===== src/rtl/sound_cmd_latch.sv =====
// Sound command latch between the 68000 and the Z80 sound CPU.
// 68k command bytes are queued in a small FIFO. The head byte is presented
// on z80_dout, and one fixed-width NMI is raised per queued command. After
// each NMI the FSM waits for the Z80 to read the latch before it can raise
// the next one.
module sound_cmd_latch #(
    parameter int DEPTH   = 4,
    parameter int NMI_LEN = 8
) (
    input  logic       clk,
    input  logic       reset_n,
    input  logic       sound_latch_cs,
    input  logic       m68k_rw,
    input  logic       m68k_lds_n,
    input  logic [7:0] m68k_din,
    input  logic       z80_latch_cs,
    input  logic       z80_rd_n,
    output logic [7:0] z80_dout,
    output logic       z80_nmi_n,
    output logic       cmd_pending,
    output logic       overflow
);

    localparam int AW = $clog2(DEPTH);
    localparam int CW = AW + 1;

    localparam logic [CW-1:0] FULL_COUNT = CW'(DEPTH);
    localparam logic [CW-1:0] CNT_ONE    = CW'(1);
    localparam logic [AW-1:0] PTR_ONE    = AW'(1);
    localparam logic [7:0]    NMI_LOAD   = 8'(NMI_LEN - 1);

    localparam logic [1:0] ST_IDLE    = 2'd0;
    localparam logic [1:0] ST_ASSERT  = 2'd1;
    localparam logic [1:0] ST_WAIT_RD = 2'd2;

    // Strobe edge detection
    logic w_now;
    logic r_now;
    logic w_q_reg;
    logic r_q_reg;
    logic push_req;
    logic pop_req;

    // FIFO state
    logic [7:0]    mem [DEPTH];
    logic [AW-1:0] wr_ptr_reg;
    logic [AW-1:0] rd_ptr_reg;
    logic [CW-1:0] count_reg;
    logic [CW-1:0] count_next;
    logic          pending_reg;
    logic          overflow_reg;
    logic [7:0]    dout_reg;
    logic          fifo_empty;
    logic          fifo_full;
    logic          do_push;
    logic          do_pop;
    logic          drop;

    // NMI sequencer
    logic [1:0] state_reg;
    logic [1:0] state_next;
    logic [7:0] nmi_cnt_reg;
    logic [7:0] nmi_cnt_next;
    logic       nmi_n_reg;
    logic       nmi_n_next;
    logic       pop_seen_reg;
    logic       pop_seen_next;

    assign w_now    = sound_latch_cs & ~m68k_rw & ~m68k_lds_n;
    assign r_now    = z80_latch_cs & ~z80_rd_n;
    // A 68k write pushes on its leading edge; a Z80 read pops on its
    // trailing edge so the byte stays put for the whole read cycle.
    assign push_req = w_now & ~w_q_reg;
    assign pop_req  = ~r_now & r_q_reg;

    assign fifo_empty = (count_reg == '0);
    assign fifo_full  = (count_reg == FULL_COUNT);
    assign do_pop     = pop_req & ~fifo_empty;
    // A pop in the same cycle frees the slot, so a push into a full FIFO
    // still succeeds in that case.
    assign do_push    = push_req & (~fifo_full | do_pop);
    assign drop       = push_req & fifo_full & ~do_pop;

    // Next occupancy from the accepted push/pop pair
    always_comb begin
        count_next = count_reg;
        case ({do_push, do_pop})
            2'b10:   count_next = count_reg + CNT_ONE;
            2'b01:   count_next = count_reg - CNT_ONE;
            default: count_next = count_reg;
        endcase
    end

    // Strobe history, pointers, occupancy and the sticky overflow flag
    always_ff @(posedge clk) begin
        if (!reset_n) begin
            w_q_reg      <= 1'b0;
            r_q_reg      <= 1'b0;
            wr_ptr_reg   <= '0;
            rd_ptr_reg   <= '0;
            count_reg    <= '0;
            pending_reg  <= 1'b0;
            overflow_reg <= 1'b0;
        end else begin
            w_q_reg     <= w_now;
            r_q_reg     <= r_now;
            count_reg   <= count_next;
            pending_reg <= (count_next != '0);
            if (do_push) begin
                wr_ptr_reg <= wr_ptr_reg + PTR_ONE;
            end
            if (do_pop) begin
                rd_ptr_reg <= rd_ptr_reg + PTR_ONE;
            end
            if (drop) begin
                overflow_reg <= 1'b1;
            end
        end
    end

    // Command storage; no reset so it maps onto plain RAM
    always_ff @(posedge clk) begin
        if (do_push) begin
            mem[wr_ptr_reg] <= m68k_din;
        end
    end

    // Registered head read; holds the last byte while the FIFO is empty
    always_ff @(posedge clk) begin
        if (!reset_n) begin
            dout_reg <= 8'h00;
        end else if (!fifo_empty) begin
            dout_reg <= mem[rd_ptr_reg];
        end
    end

    // NMI sequencer next-state: one fixed-width pulse per command, then
    // wait for the Z80 to consume it
    always_comb begin
        state_next    = state_reg;
        nmi_cnt_next  = nmi_cnt_reg;
        nmi_n_next    = nmi_n_reg;
        pop_seen_next = pop_seen_reg;
        case (state_reg)
            ST_IDLE: begin
                if (!fifo_empty) begin
                    state_next    = ST_ASSERT;
                    nmi_n_next    = 1'b0;
                    nmi_cnt_next  = NMI_LOAD;
                    pop_seen_next = 1'b0;
                end
            end
            ST_ASSERT: begin
                if (nmi_cnt_reg == 8'd0) begin
                    nmi_n_next    = 1'b1;
                    pop_seen_next = 1'b0;
                    // A read that already happened during the pulse counts
                    // as the acknowledge, so skip the wait.
                    state_next    = (pop_seen_reg | do_pop) ? ST_IDLE : ST_WAIT_RD;
                end else begin
                    nmi_cnt_next = nmi_cnt_reg - 8'd1;
                    if (do_pop) begin
                        pop_seen_next = 1'b1;
                    end
                end
            end
            ST_WAIT_RD: begin
                if (do_pop) begin
                    state_next = ST_IDLE;
                end
            end
            default: begin
                state_next    = ST_IDLE;
                nmi_n_next    = 1'b1;
                pop_seen_next = 1'b0;
            end
        endcase
    end

    // NMI sequencer state registers; reset ends any pulse in progress
    always_ff @(posedge clk) begin
        if (!reset_n) begin
            state_reg    <= ST_IDLE;
            nmi_cnt_reg  <= 8'd0;
            nmi_n_reg    <= 1'b1;
            pop_seen_reg <= 1'b0;
        end else begin
            state_reg    <= state_next;
            nmi_cnt_reg  <= nmi_cnt_next;
            nmi_n_reg    <= nmi_n_next;
            pop_seen_reg <= pop_seen_next;
        end
    end

    assign z80_dout    = dout_reg;
    assign z80_nmi_n   = nmi_n_reg;
    assign cmd_pending = pending_reg;
    assign overflow    = overflow_reg;

endmodule


===== config.mk =====
export PLATFORM = sky130hd
export DESIGN_NAME = sound_cmd_latch
export DESIGN_NICKNAME = d
export VERILOG_FILES = /design/src/rtl/sound_cmd_latch.sv
export SDC_FILE = /design/constraint.sdc
export NUM_CORES = 1
export LEC_CHECK = 0
export BUFFER_PORTS_ARGS = -buffer_cell sky130_fd_sc_hd__buf_2
export CORE_MARGIN = 2
export CORE_UTILIZATION = 62
export CTS_CLUSTER_DIAMETER = 200
export CTS_CLUSTER_SIZE = 24
export DETAILED_ROUTE_END_ITERATION = 12
export PLACE_DENSITY_LB_ADDON = 0.25
export SLEW_MARGIN = 25
export SYNTH_ARGS = -nofsm -noshare
export SYNTH_HDL_FRONTEND = slang
export SYNTH_SLANG_ARGS = --single-unit

===== constraint.sdc =====
create_clock -name clk -period 4.4 [get_ports clk]
set_clock_uncertainty 0.15 [all_clocks]
set_input_delay 0.44 -clock clk [delete_from_list [all_inputs] [get_ports clk]]
set_output_delay 0.44 -clock clk [all_outputs]
set_load 0.1 [all_outputs]

# --- Word level (Yosys, flattened, before mapping) ---
# Memory sizes are Yosys's and may differ from the RTL's. A register that Yosys moved wholly into a read port is not among the register bits.
# Index checks and enable logic that the tools add are counted.
word_totals:
  reg_bits: 23
  ramBits: 32
  input_bits: 15
  out_inout_bits: 11
  word_cells: 75
  memories: 1
op_classes:
  n_addsub: 5
  n_eq_ne: 10
  muxes: 17
  bitwise: 20
  reduce_logical: 11
mem_list:
  columns: ["memory", "depth", "width", "rd", "rd_clocked_by_memory_dff", "wr", "line_no", "text"]
  rows:
  - ["mem", 4, 8, 1, 1, 1, "45", "logic [7:0] mem [DEPTH];"]
ops:
  columns: ["operator", "count"]
  rows:
  - ["8-bit two-way mux", 2]
  - ["8-bit one-hot mux with 2 select lines", 1]
  - ["3-bit AND reduction", 4]
  - ["1-bit bitwise AND", 9]
  - ["1-bit NOT", 9]
  - ["8-bit zero test", 1]
  - ["2-bit two-way mux", 4]
  - ["2-bit inequality test (second input constant)", 4]
  - ["8-bit by 1-bit subtractor with 8-bit output (second input constant)", 1]
  - ["1-bit two-way mux", 6]
  - ["1-bit one-hot mux with 3 select lines", 2]
  - ["2-bit one-hot mux with 3 select lines", 1]
  - ["3-bit one-hot mux with 2 select lines", 1]
  - ["2-bit by 1-bit adder with 2-bit output (second input constant)", 2]
  - ["2-bit by 1-bit equality test with 1-bit output (second input constant)", 2]
  - ["2-bit equality test (second input constant)", 2]
  - ["3-bit by 1-bit adder with 3-bit output (second input constant)", 1]
  - ["3-bit equality test (second input constant)", 1]
  - ["3-bit zero test", 1]
  - ["3-bit inequality test (second input constant)", 1]
  - ["3-bit nonzero test", 1]
  - ["3-bit by 1-bit subtractor with 3-bit output (second input constant)", 1]
  - ["1-bit zero test", 2]
  - ["2-bit zero test", 1]
  - ["other kinds (2)", 3]

# --- Depth between registers and ports, before layout ---
logic_depth:
  depth_word: 10
  depth_mapped: 8
  mapped_depth_nobuf: 8

# --- Least setup slack after synthesis ---
# Ideal clock, no wire load.
synth_path:
  path_type: "input to register"
  start: "input port sound_latch_cs"
  end: "register count_reg[2]"
  setup_time_ns: 0.115
  arrival_ns: 2.025
  t_required_ns: 4.135
  slack_ns: 2.110
  cell_stages: 8
  n_path_buf: 0
  path_cell_list: "nor4b_4 nor4_1 inv_1 fa_1 a31oi_4 a32oi_1 xnor2_1 and2_1"
synth_via:
  elab_chain_len: 6
  word_cells_on_any_way: 7
  classes_between: "eq/ne: 2; mux: 1; bitwise: 4"
synth_rtl:
  columns: ["item", "line_no", "text"]
  rows:
  - ["start, declared", "12", "input logic sound_latch_cs,"]
  - ["1-bit bitwise AND * (2 in series)", "69", "assign w_now = sound_latch_cs & ~m68k_rw & ~m68k_lds_n;"]
  - ["1-bit bitwise AND *", "73", "assign push_req = w_now & ~w_q_reg;"]
  - ["1-bit bitwise AND *", "81", "assign do_push = push_req & (~fifo_full | do_pop);"]
  - ["2-bit by 1-bit equality test with 1-bit output / 2-bit equality test (equally long branches)", "87", "case ({do_push, do_pop})"]
  - ["3-bit one-hot mux with 2 select lines *", "87", null]
  - ["end signal, assigned", "107", "count_reg <= count_next;"]
  - ["end, declared", "48", "logic [CW-1:0] count_reg;"]
# Mark *: on every way between the ends. The rest lies on a longest branch, timed or not.
# A chain may end at the register's enable or synchronous reset.

# --- Worst setup path in the final report ---
layout_path:
  start: "register count_reg[0]"
  end: "register count_reg[2]"
layout_via:
  elab_chain_len: 7
  word_cells_on_any_way: 12
  classes_between: "add/sub: 2; eq/ne: 3; mux: 1; bitwise: 5; reduce/logical: 1"
layout_rtl:
  columns: ["item", "line_no", "text"]
  rows:
  - ["3-bit zero test", "76", "assign fifo_empty = (count_reg == '0);"]
  - ["1-bit NOT", "78", "assign do_pop = pop_req & ~fifo_empty;"]
  - ["1-bit bitwise AND", "78", null]
  - ["1-bit bitwise OR", "81", null]
  - ["1-bit bitwise AND", "81", null]
  - ["2-bit by 1-bit equality test with 1-bit output / 2-bit equality test (equally long branches)", "87", null]
  - ["3-bit one-hot mux with 2 select lines *", "87", null]
# Marked as above.

==> key figures <==
Setup path
  • Class of the most critical setup path: flip-flop to flip-flop
  • Crit-path max FO: 6
  • Crit-path slowest cell: nor4_1
  • Max incr delay on CP: 0.49 ns
  • Critical path, cell by cell: nor3_1 -> nor4_1 -> inv_1 -> fa_1 -> a31oi_4 -> a32oi_1 -> xnor2_1 -> and2_1
  • Setup crit start kind: flip-flop
  • Critical path required time: 4.48 ns
  • Crit. End Element: flip-flop
  • Critical Path AT: 2.56 ns

CTS
  • CTS resizes: 0
  • Hold Buf Count CTS: 0
  • CTS tree: done
  • Clock sinks: 63
  • Skew-Pair Late Insertion Delay: 0.34 ns
  • H-Tree Level Count: 3
  • Setup Buffers After CTS: 0
  • Clock Path Buffers: 2
  • Root buf cell: clkbuf_8
  • CTS clk-pin slew, worst paths: 0.06 ns
  • CTS Buf Count: 9

Drt
  • Vias: 1721
  • Vias per cell: 5.83
  • Router iterations before antenna repair: 5
  • Post-DR wirelength/cell: 15.9 µm
  • Post-route antenna net violation count: 0
  • Final wirelength: 4.69 mm
  • DRC: 0
  • Starting DRC count in detailed routing: 107

Floorplanning
  • Initial Util: 65.8%
  • I/O pins: 26
  • Die area: 4880 µm²
  • Core area: 4090 µm²
  • Rows: 23
  • Die Ht: 69.9 µm
  • Die width: 69.9 µm

Layout
  • Final antenna diode count: 0
  • Layout cells sized above 1: 22.4%
  • Max reg flops: 32
  • Area growth, synth to finish: 12.3%
  • Number of fill cells: 292
  • Utilization after layout: 73.9%
  • Nets: 262
  • Non-Filler Instances: 295

Synth
  • Post-synth cell types: 48
  • Post-synth ARST share: 0%
  • Cell Area, Synth: 2690 µm²
  • Count leader, synth: edfxtp_1
  • Sequential area share after synthesis: 58.8%
  • Post-synth EDFFs: 32
  • Synth top area share: 35.7%
  • Register bit total from synthesis: 63
  • Yosys warns: 0
  • Syn Nets: 233
  • Syn Inst Count: 211
  • Mean area per synthesized cell: 12.7 µm²
  • Largest area contributor in the netlist: edfxtp_1
  • Most used DFF post-synth: edfxtp_1
  • Top post-synthesis cells by count: edfxtp_1, dfxtp_1, nand2_1
  • Synth top area cells: edfxtp_1, dfxtp_1, mux4_2, nand2_1, ha_1

Power
  • Leak: 1.10 nW
  • Pwr/cell area: 422 nW/µm²
  • Maximum VDD drop: 295 µV

Timing
  • Worst Tran Pin Value: 0.930 ns
  • Setup-failing EPs final: 0
  • Final Hold Viols: 0
  • Hold slack: 0.164 ns
  • Tmin final: 2.48 ns
  • Period utilisation layout: 56.4%
  • Rel. slew slack: 38.0%
  • Setup TNS: 0 ns
  • Unrepaired setup endpoints after global routing: false
  • FMAX: 403 MHz
  • Max-slew violations: 0

Global route
  • Largest net degree at the start of global routing: 32
  • Total track usage: 21.1%
  • First-pass GRT wire length: 7.71 mm
  • Vias in the first global route: 1709
  • Initial antenna violation count: 0
  • Grt ovf: 0

Placement
  • Port bufs: 25
  • GP Congestion: 0.779
  • Placed Cells: 279
  • Final HPWL DP: 3.06 mm

Hold path
  • HP Class: primary input to flip-flop

Status
  • Status: finished clean

Job
  • Max-cap violation count: 0
[worst max-delay path, delay by kind of cell (launching register included)]
kind | cells | cell delay (ns)
AOI/OAI and AO/OA | 2 | 0.29
and+or+nand+nor | 3 | 0.75
adders and majority gates | 1 | 0.44
DFF | 1 | 0.44
buffers and inverters | 1 | 0.13
xor gates and xnor gates | 1 | 0.18
[cell families after synthesis]
logic type                 synth area share [%]
AOI/OAI and AO/OA                          8.10
xor gates and xnor gates                   2.93
adders and majority gates                  3.54
buffers and inverters                      2.93
DFF                                        58.8
muxes                                      7.82
and+or+nand+nor                            15.9
[per-stage QoR]
stage / instance area [µm²] / worst slack [ns] / power, mW
finish: 3020 / 1.92 / 1.28
global route: 3020 / 1.84 / 1.33
CTS: 3020 / 1.99 / 1.28
detailed placement: 2840 / 1.81 / 0.822
global placement: 2840 / 1.91 / 0.818
floorplan: 2690 / 2.11 / 0.788
[report_power, final]
| group | switching (mW) | total [mW] | internal [mW] | leakage, nW |
|---|---|---|---|---|
| clock | 0.209 | 0.466 | 0.257 | 0.0945 |
| sequential | 0.0152 | 0.652 | 0.637 | 0.541 |
| combinational | 0.108 | 0.157 | 0.0490 | 0.469 |
[final cells by class]
cell class / instances / area, µm² / area share, %
repair buffers: 26 / 133 / 4.39
inverters: 9 / 33.8 / 1.12
clock inverters: 5 / 48.8 / 1.62
clock buffers: 11 / 131 / 4.35
flip-flops and latches: 63 / 1580 / 52.4
multi-input cells: 131 / 1030 / 34.1
well taps: 50 / 62.6 / 2.07
[placed cells by master (no fill, tap or decap), types with 6 or more instances in the layout]
cell type,Yosys,final
a21boi_0,9,9
and2_1,6,6
and3_1,6,6
buf_2,3,25
clkbuf_8,0,9
dfxtp_1,31,31
edfxtp_1,32,32
ha_1,6,6
inv_1,9,9
mux4_2,8,8
nand2_1,24,24
nor2_1,14,14
[worst paths after layout]
kind	start	end	slack, ns	cells after the start
worst min register to register	z80_dout[1]	z80_dout[1]	0.31	2
worst max-delay path	count_reg[0]	count_reg[2]	1.92	8
worst min-delay path	m68k_din[1]	mem[1][1]	0.16	1
worst max register to register	count_reg[0]	count_reg[2]	1.92	8
[metal layers]
metal | part of all wire (%) | vias to the layer above | track usage [%]
met3 | 3.7 | 17 | 5.34
met5 | 0 | - | 0
met2 | 50 | 43 | 34.4
met4 | 2.9 | 0 | 11.5
met1 | 44 | 840 | 25.8
li1 | - | 821 | -
(Power assumes the default switching activity.)
